**src/rtl/spi_pkg.sv**
```systemverilog
// Shared SPI definitions: word layout and command codes
// used by the SPI slave, the command RAM and the wrapper.
package spi_pkg;

  localparam int WORD_W = 10;
  localparam int DATA_W = 8;

  typedef enum logic [1:0] {
    CMD_WR_ADDR = 2'b00,
    CMD_WR_DATA = 2'b01,
    CMD_RD_ADDR = 2'b10,
    CMD_RD_DATA = 2'b11
  } cmd_e;

endpackage

```
**src/rtl/spi_ram_mem.sv**
```systemverilog
// Plain single-port synchronous RAM with a registered read port.
// Write and read share one address; the caller never asserts both.
module spi_ram_mem #(
  parameter int DEPTH = 256,
  parameter int AW    = 8,
  parameter int DW    = 8
) (
  input  logic          clk,
  input  logic          we,
  input  logic [AW-1:0] addr,
  input  logic [DW-1:0] wdata,
  input  logic          re,
  output logic [DW-1:0] rdata
);

  logic [DW-1:0] mem [DEPTH];
  logic [DW-1:0] rdata_q;

  // Array write and registered read; contents survive reset.
  always_ff @(posedge clk) begin
    if (we) begin
      mem[addr] <= wdata;
    end
    if (re) begin
      rdata_q <= mem[addr];
    end
  end

  assign rdata = rdata_q;

endmodule

```
**src/rtl/spi_ram.sv**
```systemverilog
// Command-driven RAM behind the SPI slave: edge-detects rx_valid,
// decodes din[9:8], and returns read data on dout with tx_valid.
module spi_ram
  import spi_pkg::*;
#(
  parameter int MEM_DEPTH = 256,
  parameter int ADDR_SIZE = 8,
  parameter int AUTO_INC  = 0
) (
  input  logic              clk,
  input  logic              rst_n,
  input  logic [WORD_W-1:0] din,
  input  logic              rx_valid,
  output logic [DATA_W-1:0] dout,
  output logic              tx_valid
);

  localparam logic [ADDR_SIZE-1:0] ADDR_ONE = 1;

  logic                 rx_valid_q, rx_valid_d;
  logic [ADDR_SIZE-1:0] wr_addr_q, wr_addr_d;
  logic [ADDR_SIZE-1:0] rd_addr_q, rd_addr_d;
  logic [DATA_W-1:0]    dout_q, dout_d;
  logic                 tx_valid_q, tx_valid_d;
  logic                 rd_pend_q, rd_pend_d;

  logic                 accept;
  cmd_e                 cmd;
  logic                 mem_we;
  logic                 mem_re;
  logic [ADDR_SIZE-1:0] mem_addr;
  logic [DATA_W-1:0]    mem_rdata;

  assign accept = rx_valid & ~rx_valid_q;
  assign cmd    = cmd_e'(din[9:8]);

  // Next-state: command decode on the rx_valid rising edge,
  // plus completion of a read issued on the previous cycle.
  always_comb begin
    rx_valid_d = rx_valid;
    wr_addr_d  = wr_addr_q;
    rd_addr_d  = rd_addr_q;
    dout_d     = dout_q;
    tx_valid_d = tx_valid_q;
    rd_pend_d  = 1'b0;
    mem_we     = 1'b0;
    mem_re     = 1'b0;
    mem_addr   = wr_addr_q;

    if (rd_pend_q) begin
      dout_d     = mem_rdata;
      tx_valid_d = 1'b1;
    end

    if (accept) begin
      unique case (cmd)
        CMD_WR_ADDR: begin
          wr_addr_d  = din[ADDR_SIZE-1:0];
          tx_valid_d = 1'b0;
        end
        CMD_WR_DATA: begin
          mem_we     = 1'b1;
          mem_addr   = wr_addr_q;
          tx_valid_d = 1'b0;
          if (AUTO_INC != 0) begin
            wr_addr_d = wr_addr_q + ADDR_ONE;
          end
        end
        CMD_RD_ADDR: begin
          rd_addr_d  = din[ADDR_SIZE-1:0];
          tx_valid_d = 1'b0;
        end
        CMD_RD_DATA: begin
          mem_re    = 1'b1;
          mem_addr  = rd_addr_q;
          rd_pend_d = 1'b1;
          if (AUTO_INC != 0) begin
            rd_addr_d = rd_addr_q + ADDR_ONE;
          end
        end
        default: begin
        end
      endcase
    end

    // A command landing on a reset edge must not touch memory.
    if (!rst_n) begin
      mem_we = 1'b0;
      mem_re = 1'b0;
    end
  end

  // State registers with synchronous active-low reset.
  always_ff @(posedge clk) begin
    if (!rst_n) begin
      rx_valid_q <= 1'b0;
      wr_addr_q  <= '0;
      rd_addr_q  <= '0;
      dout_q     <= '0;
      tx_valid_q <= 1'b0;
      rd_pend_q  <= 1'b0;
    end else begin
      rx_valid_q <= rx_valid_d;
      wr_addr_q  <= wr_addr_d;
      rd_addr_q  <= rd_addr_d;
      dout_q     <= dout_d;
      tx_valid_q <= tx_valid_d;
      rd_pend_q  <= rd_pend_d;
    end
  end

  spi_ram_mem #(
    .DEPTH (MEM_DEPTH),
    .AW    (ADDR_SIZE),
    .DW    (DATA_W)
  ) u_mem (
    .clk   (clk),
    .we    (mem_we),
    .addr  (mem_addr),
    .wdata (din[DATA_W-1:0]),
    .re    (mem_re),
    .rdata (mem_rdata)
  );

  assign dout     = dout_q;
  assign tx_valid = tx_valid_q;

endmodule
```
**config.mk**
```make
export PLATFORM = sky130hd
export DESIGN_NAME = spi_ram
export DESIGN_NICKNAME = d
export VERILOG_FILES = /design/src/rtl/spi_pkg.sv /design/src/rtl/spi_ram_mem.sv /design/src/rtl/spi_ram.sv
export SDC_FILE = /design/constraint.sdc
export NUM_CORES = 2
export LEC_CHECK = 0
export ABC_AREA = 1
export CAP_MARGIN = 10
export CORE_MARGIN = 8
export CORE_UTILIZATION = 57
export CTS_CLUSTER_SIZE = 10
export DETAILED_ROUTE_END_ITERATION = 7
export GPL_ROUTABILITY_DRIVEN = 0
export HOLD_SLACK_MARGIN = 0.08
export PLACE_DENSITY = 0.76
export SYNTH_ARGS = -nofsm -noshare
export SYNTH_HDL_FRONTEND = slang
export SYNTH_SLANG_ARGS = --single-unit
```
**constraint.sdc**
```tcl
create_clock -name clk -period 3.06 [get_ports clk]
set_input_delay 0.612 -clock clk [delete_from_list [all_inputs] [get_ports clk]]
set_output_delay 0.612 -clock clk [all_outputs]
set_load 0.1 [all_outputs]
```
======== After elaboration in Yosys (flattened, before gate mapping) ========
Memory sizes are Yosys's and may differ from the RTL's. A register that Yosys moved wholly into a read port is not among the register bits.
Index checks and enable logic that the tools add are counted.
operators by class
  $add $sub $neg .......................... 0
  multiply operators ...................... 0
  div/mod/pow operators ................... 0
  $lt $le $gt $ge ......................... 0
  equality and inequality tests ........... 3
  shift-type cells ........................ 0
  mux-type cells .......................... 13
  bitwise gates (word level) .............. 2
  reduce and logical (&&, ||, !) cells .... 4
operator list
  cell                                                              count
  8-bit 2-to-1 mux                                                  2
  1-bit 2-to-1 mux                                                  11
  2-bit == test (second input constant)                             2
  2-bit AND reduction                                               2
  3-bit OR reduction                                                1
  2-bit by 1-bit == test with 1-bit output (second input constant)  1
  2-bit logical NOT                                                 1
  1-bit AND                                                         1
  1-bit inverter                                                    1
storage, ports and cells
  register bits after elaboration ......... 27
  latch bits .............................. 0
  memory bits (writable) .................. 2,048
  ROM bits ................................ 0
  output and inout port bits .............. 9
  memories ................................ 1
memory list
  name       depth  bits a word  rd ports  clocked after memory_dff  write ports  RTL line           source
  u_mem.mem  256    8            1         1                         1            spi_ram_mem.sv:16  logic [DW-1:0] mem [DEPTH];

======== Logic depth before layout (Yosys ltp) ========
  depth after elaboration ................. 6
  depth in mapped cells ................... 20
  depth with buffers taken out ............ 17

======== Hierarchy ========
A second synthesis with hierarchy kept.
unflattened totals
  cells, all modules ...................... 8,197
  area, all modules ....................... 86,181.4 µm²
modules (own cells, without submodules)
  module       times used  cells an instance  area an instance (µm²)  seq. area each (µm²)
  spi_ram_mem  1           8,021              84,936.5                61,739.2
  spi_ram      1           176                1,244.9                 540.5

======== Least setup slack after synthesis ========
No wires, ideal clock.
  path type ............................... input to register
  from .................................... input port rx_valid
  to ...................................... memory u_mem.mem[109][0] (enable)
  data arrival time ....................... 2,524 ps
  data required time ...................... 2,690 ps
  path slack .............................. 166 ps
  stages .................................. 12
  cell sequence ........................... inv_2 -> nor2_4 -> nand2_4 -> nand2_2 -> nand2_2 -> buf_4 -> buf_6 -> buf_2 -> nor3_2 -> nand2_1 -> clkbuf_1 -> nor2_1
on the way
  word-level cells in the longest chain between the ends .. 5
RTL lines
  what                                    RTL line           source
  from (decl)                             spi_ram.sv:13      input logic rx_valid,
  1-bit AND *                             spi_ram.sv:34      assign accept = rx_valid & ~rx_valid_q;
  1-bit 2-to-1 mux                        spi_ram.sv:55      if (accept) begin
  1-bit 2-to-1 mux                        spi_ram.sv:87      if (!rst_n) begin
  1-bit 2-to-1 mux                        spi_ram_mem.sv:21  if (we) begin
  1-bit 2-to-1 mux (implied by the code)  spi_ram_mem.sv:22  mem[addr] <= wdata;
  to (decl)                               spi_ram_mem.sv:16
Every way passes the cells marked *; elsewhere a longest branch is shown, timed or not.

======== Final worst setup path ========
  from .................................... register rx_valid_q
  to ...................................... register u_mem.rdata_q[5] (netlist: u_mem.rdata[5]) (read register of u_mem.mem), data pin
on the way
  word-level cells in the longest chain between the ends .. 4
RTL lines
  what                    RTL line           source
  from (decl)             spi_ram.sv:20      logic rx_valid_q, rx_valid_d;
  from (signal assigned)  spi_ram.sv:103     rx_valid_q <= rx_valid_d;
  1-bit inverter *        spi_ram.sv:34
  1-bit AND *             spi_ram.sv:34
  1-bit 2-to-1 mux        spi_ram.sv:55
  1-bit 2-to-1 mux        spi_ram.sv:87
  to (decl)               spi_ram_mem.sv:17  logic [DW-1:0] rdata_q;
Marked as above.
A chain may end at the register's enable or synchronous reset.

==> implementation parameters <==
Parameter                              Value

Logic synthesis
  Flops & latches, synth ... around 2100
  Cell taking the most area after synthesis ... sky130_fd_sc_hd__edfxtp_1
  Leading cell types by total area after synthesis ... sky130_fd_sc_hd__edfxtp_1, sky130_fd_sc_hd__nand2_1, sky130_fd_sc_hd__nand3_1
  Proportion of synthesized chip area in sequential cells ... 71.2%
  Mean post-synth cell area ... 10.3 um^2
  Synth warnings ... 0
  Post-synthesis instance total ... 8534
  Yosys cell types ... 26
  Synth top area share ... about 70%
  Netlist Area Pre-Place ... 87500 um^2
  Net count after synthesis ... 8547

Detailed routing
  Number of design rule violations left after detail routing ... 0
  Number of nets with antenna violations after routing ... 0
  Detailed-router iteration count before antenna repair ... 8
  Routed WL ... ~250 mm
  Overall via count from detail_route ... between 60000 and 70000
  Number of DRC markers in iteration 0 ... approximately 8500
  Routed vias/inst ... 5.78
  WL per Instance ... 22.0 um

Floorplan
  Number of top-level pins ... 22
  Site Rows ... 143
  Total Die Area ... 166000 um^2
  Die X ... roughly 400 um
  Starting Density ... about 57%
  Die Height ... 408 um
  Area of the core ... 152000 um^2

Outcome
  Result of the run ... finished, final reports clean

Job
  Max-Cap Viols ... 0

Clock tree
  Num CTS Buffers ... roughly 230
  Clock Path Buffers ... 3
  Clk_lat worst skew ... 870 ps
  Number of sinks on the clock net ... around 2100
  CTS HTree Levels ... 4
  Clock Pin Slew Worst Setup and Hold Paths ... 60 ps
  CTS root buf ... sky130_fd_sc_hd__clkbuf_16
  Clock tree from TritonCTS ... done

Timing
  Final period util ... between 90% and 100%
  Endpoints failing setup ... 0
  Setup repair after global routing missed its margin ... yes
  Max-slew violation total from the final report ... 0
  Max Clk Rate ... between 0.3 and 0.4 GHz
  Number of hold violations in the final report ... 0
  Worst Clk Skew ... 46.3 ps
  Total negative slack ... 0 ps
  Final critical-path required period ... roughly 3000 ps
  Max_slew headroom ... 37.0%
  Worst hold margin ... 165 ps
  Actual transition at the worst max-transition pin ... 945 ps

Min path
  Min-delay worst type ... in -> reg
  Cell depth of the worst hold path ... 1

Worst setup path
  Crit Path Max Fanout ... 6
  Setup slack, reg-to-reg ... 30 ps
  Required time at the worst-slack endpoint ... 3680 ps
  Arrival time at the worst endpoint ... around 3700 ps
  CP Launch Type ... flop
  Reg2Reg Depth ... 22
  Setup CP Type ... reg -> reg
  Crit end category ... flop

GRT
  Overall fraction of global-route tracks in use ... 28.6%
  Wire length of the first global-routing pass ... around 370 mm
  Total congestion overflow after global routing ... 0
  Via count of the first global-routing pass ... approximately 63000
  Largest net degree at the start of global routing ... 95
  Antenna violations before repair ... 7

Pwr
  Combinational share of power ... under 10%
  Power density normalized to cell area ... 590 nW/um^2
  Worst IR Drop VDD ... 0.534 mV
  Power, Total ... about 61 mW
  Relative contribution of sequential cells to total power ... 51.9%
  Net switching component of the power ... between 10 and 15 mW
  Pleak ... around 42 nW
  Internal power ... 46.3 mW
  Fraction of power consumed by the clock network ... 39.3%
  Switching part of the total ... around a quarter

Placement
  Cell Area, Placed ... 95900 um^2
  Quantity of I/O buffers inserted on ports ... 21
  Total placed cells including tap cells ... around 11000
  Post-detail-place hpwl ... 153 mm

Cells and area
  Non-filler instance count after layout ... 11200
  Layout-stage area growth over the synthesis result ... 17.1%
  Proportion of layout cells with a drive suffix above 1 ... 12.8%
  Number of nets in the final layout ... 9115
  Post-route standard cell area excluding fillers ... 103000 um^2
  Fill cell instance count of the final layout ... around 10000
cell usage in the layout, fill, tap and decap left out, types with 32 or more instances in the layout:
master	instances
sky130_fd_sc_hd__nand2_1	5070
sky130_fd_sc_hd__o21ai_2	32
sky130_fd_sc_hd__o21ai_1	102
sky130_fd_sc_hd__nand3_1	289
sky130_fd_sc_hd__nor2_2	32
sky130_fd_sc_hd__buf_4	631
sky130_fd_sc_hd__nor2_1	337
sky130_fd_sc_hd__buf_12	137
sky130_fd_sc_hd__nand2_2	35
sky130_fd_sc_hd__clkbuf_16	231
sky130_fd_sc_hd__edfxtp_1	2056
layout make-up:
type / count / area (um^2) / share of cell area [%]
sequential: 2083 / 62300 / 60.8
tap: 2030 / 2540 / 2.48
clock buffer: 256 / 5830 / 5.69
antenna: 3 / 7.51 / 0.00732
clock inverter: 20 / 337 / 0.328
inverter: 29 / 116 / 0.114
multi-input combinational: 5957 / 23400 / 22.8
timing repair buffer: 803 / 7990 / 7.79
layer usage:
layer	vias to the layer above	routed length [um]	global-route usage [%]
li1	29000	-	-
met1	30600	89300	37.9
met2	4290	114000	45.4
met3	730	29800	5.79
met4	8	12200	13.8
met5	-	58	0
critical path: stages, from the launching register on:
cell and delay [ps]:
sky130_fd_sc_hd__dfxtp_2 340, sky130_fd_sc_hd__nor2_4 50, sky130_fd_sc_hd__buf_4 140, sky130_fd_sc_hd__nand3_1 110, sky130_fd_sc_hd__buf_6 140, sky130_fd_sc_hd__nand2_8 130
sky130_fd_sc_hd__buf_12 190, sky130_fd_sc_hd__buf_4 140, sky130_fd_sc_hd__buf_4 140, sky130_fd_sc_hd__nand2_1 50, sky130_fd_sc_hd__nand2_1 50, sky130_fd_sc_hd__nand2_1 50
sky130_fd_sc_hd__nand2_1 50, sky130_fd_sc_hd__nand2_1 60, sky130_fd_sc_hd__nand2_1 110, sky130_fd_sc_hd__o21ai_1 260, sky130_fd_sc_hd__nand2_1 100, sky130_fd_sc_hd__nor2_1 160
sky130_fd_sc_hd__nor2_1 60, sky130_fd_sc_hd__buf_4 130, sky130_fd_sc_hd__nor2_1 130, sky130_fd_sc_hd__buf_4 130, sky130_fd_sc_hd__nand2_1 60
sequential cells by signal, summed over array words and instances (netlist names):
name         cells
rd_addr_q        8
rx_valid_q       1
u_mem.rdata      8
u_mem.mem     2048
rd_pend_q        1
dout             8
wr_addr_q        8
tx_valid         1
logic make-up (layout without fill, tap and decap cells):
logic type	after synthesis	count (layout)	synth area share [%]
simple gates	5787	5787	25.3
flops	2083	2083	71.2
buf+inv	494	1108	2.51
compound gates	170	170	0.989
other cells	0	3	0
synthesized netlist by cell type (all sizes together):
library cell / count
nand4: 1
nand2: 5110
dfxtp: 27
o21ai: 160
clkbuf: 165
inv: 28
clkinv: 1
a21oi: 10
nor3: 6
edfxtp: 2056
buf: 300
nand3: 290
nor2: 380
final timing paths:
check,start,end
hold reg to reg,wr_addr_q[6],wr_addr_q[6]
setup reg to reg,rx_valid_q,u_mem.rdata[5]
setup / recovery,rx_valid_q,u_mem.rdata[5]
hold / removal,din[2],u_mem.mem[15][2]
timing repair:
action                                 in CTS  in global routing
setup endpoints to repair                  16                 78
endpoints found under the hold margin       5                  0
resized for setup                          19                 86
pin swaps                                   4                 16
gates cloned                                0                  3
buffers inserted                            4                  3
hold buffers                                1                  0
per-stage QoR:
stage	worst slack [ps]	util (%)
2_1_floorplan	166	-
3_3_place_gp	-924	63.0
6_report	26.7	67.3
4_1_cts	-1.70	67.1
3_5_place_dp	-966	63.0
5_1_grt	-27.2	67.3
power groups by stage:
stage | Clock, mW | Combinational (mW) | Sequential [mW]
6_report | 23.8 | 5.36 | 31.4
5_1_grt | 25.0 | 5.74 | 31.4
4_1_cts | 23.9 | 5.16 | 31.4
3_5_place_dp | 0 | 5.09 | 32.0
3_3_place_gp | 0 | 5.00 | 32.0
2_1_floorplan | 0 | 2.58 | 32.0
(Power assumes the default switching activity.)
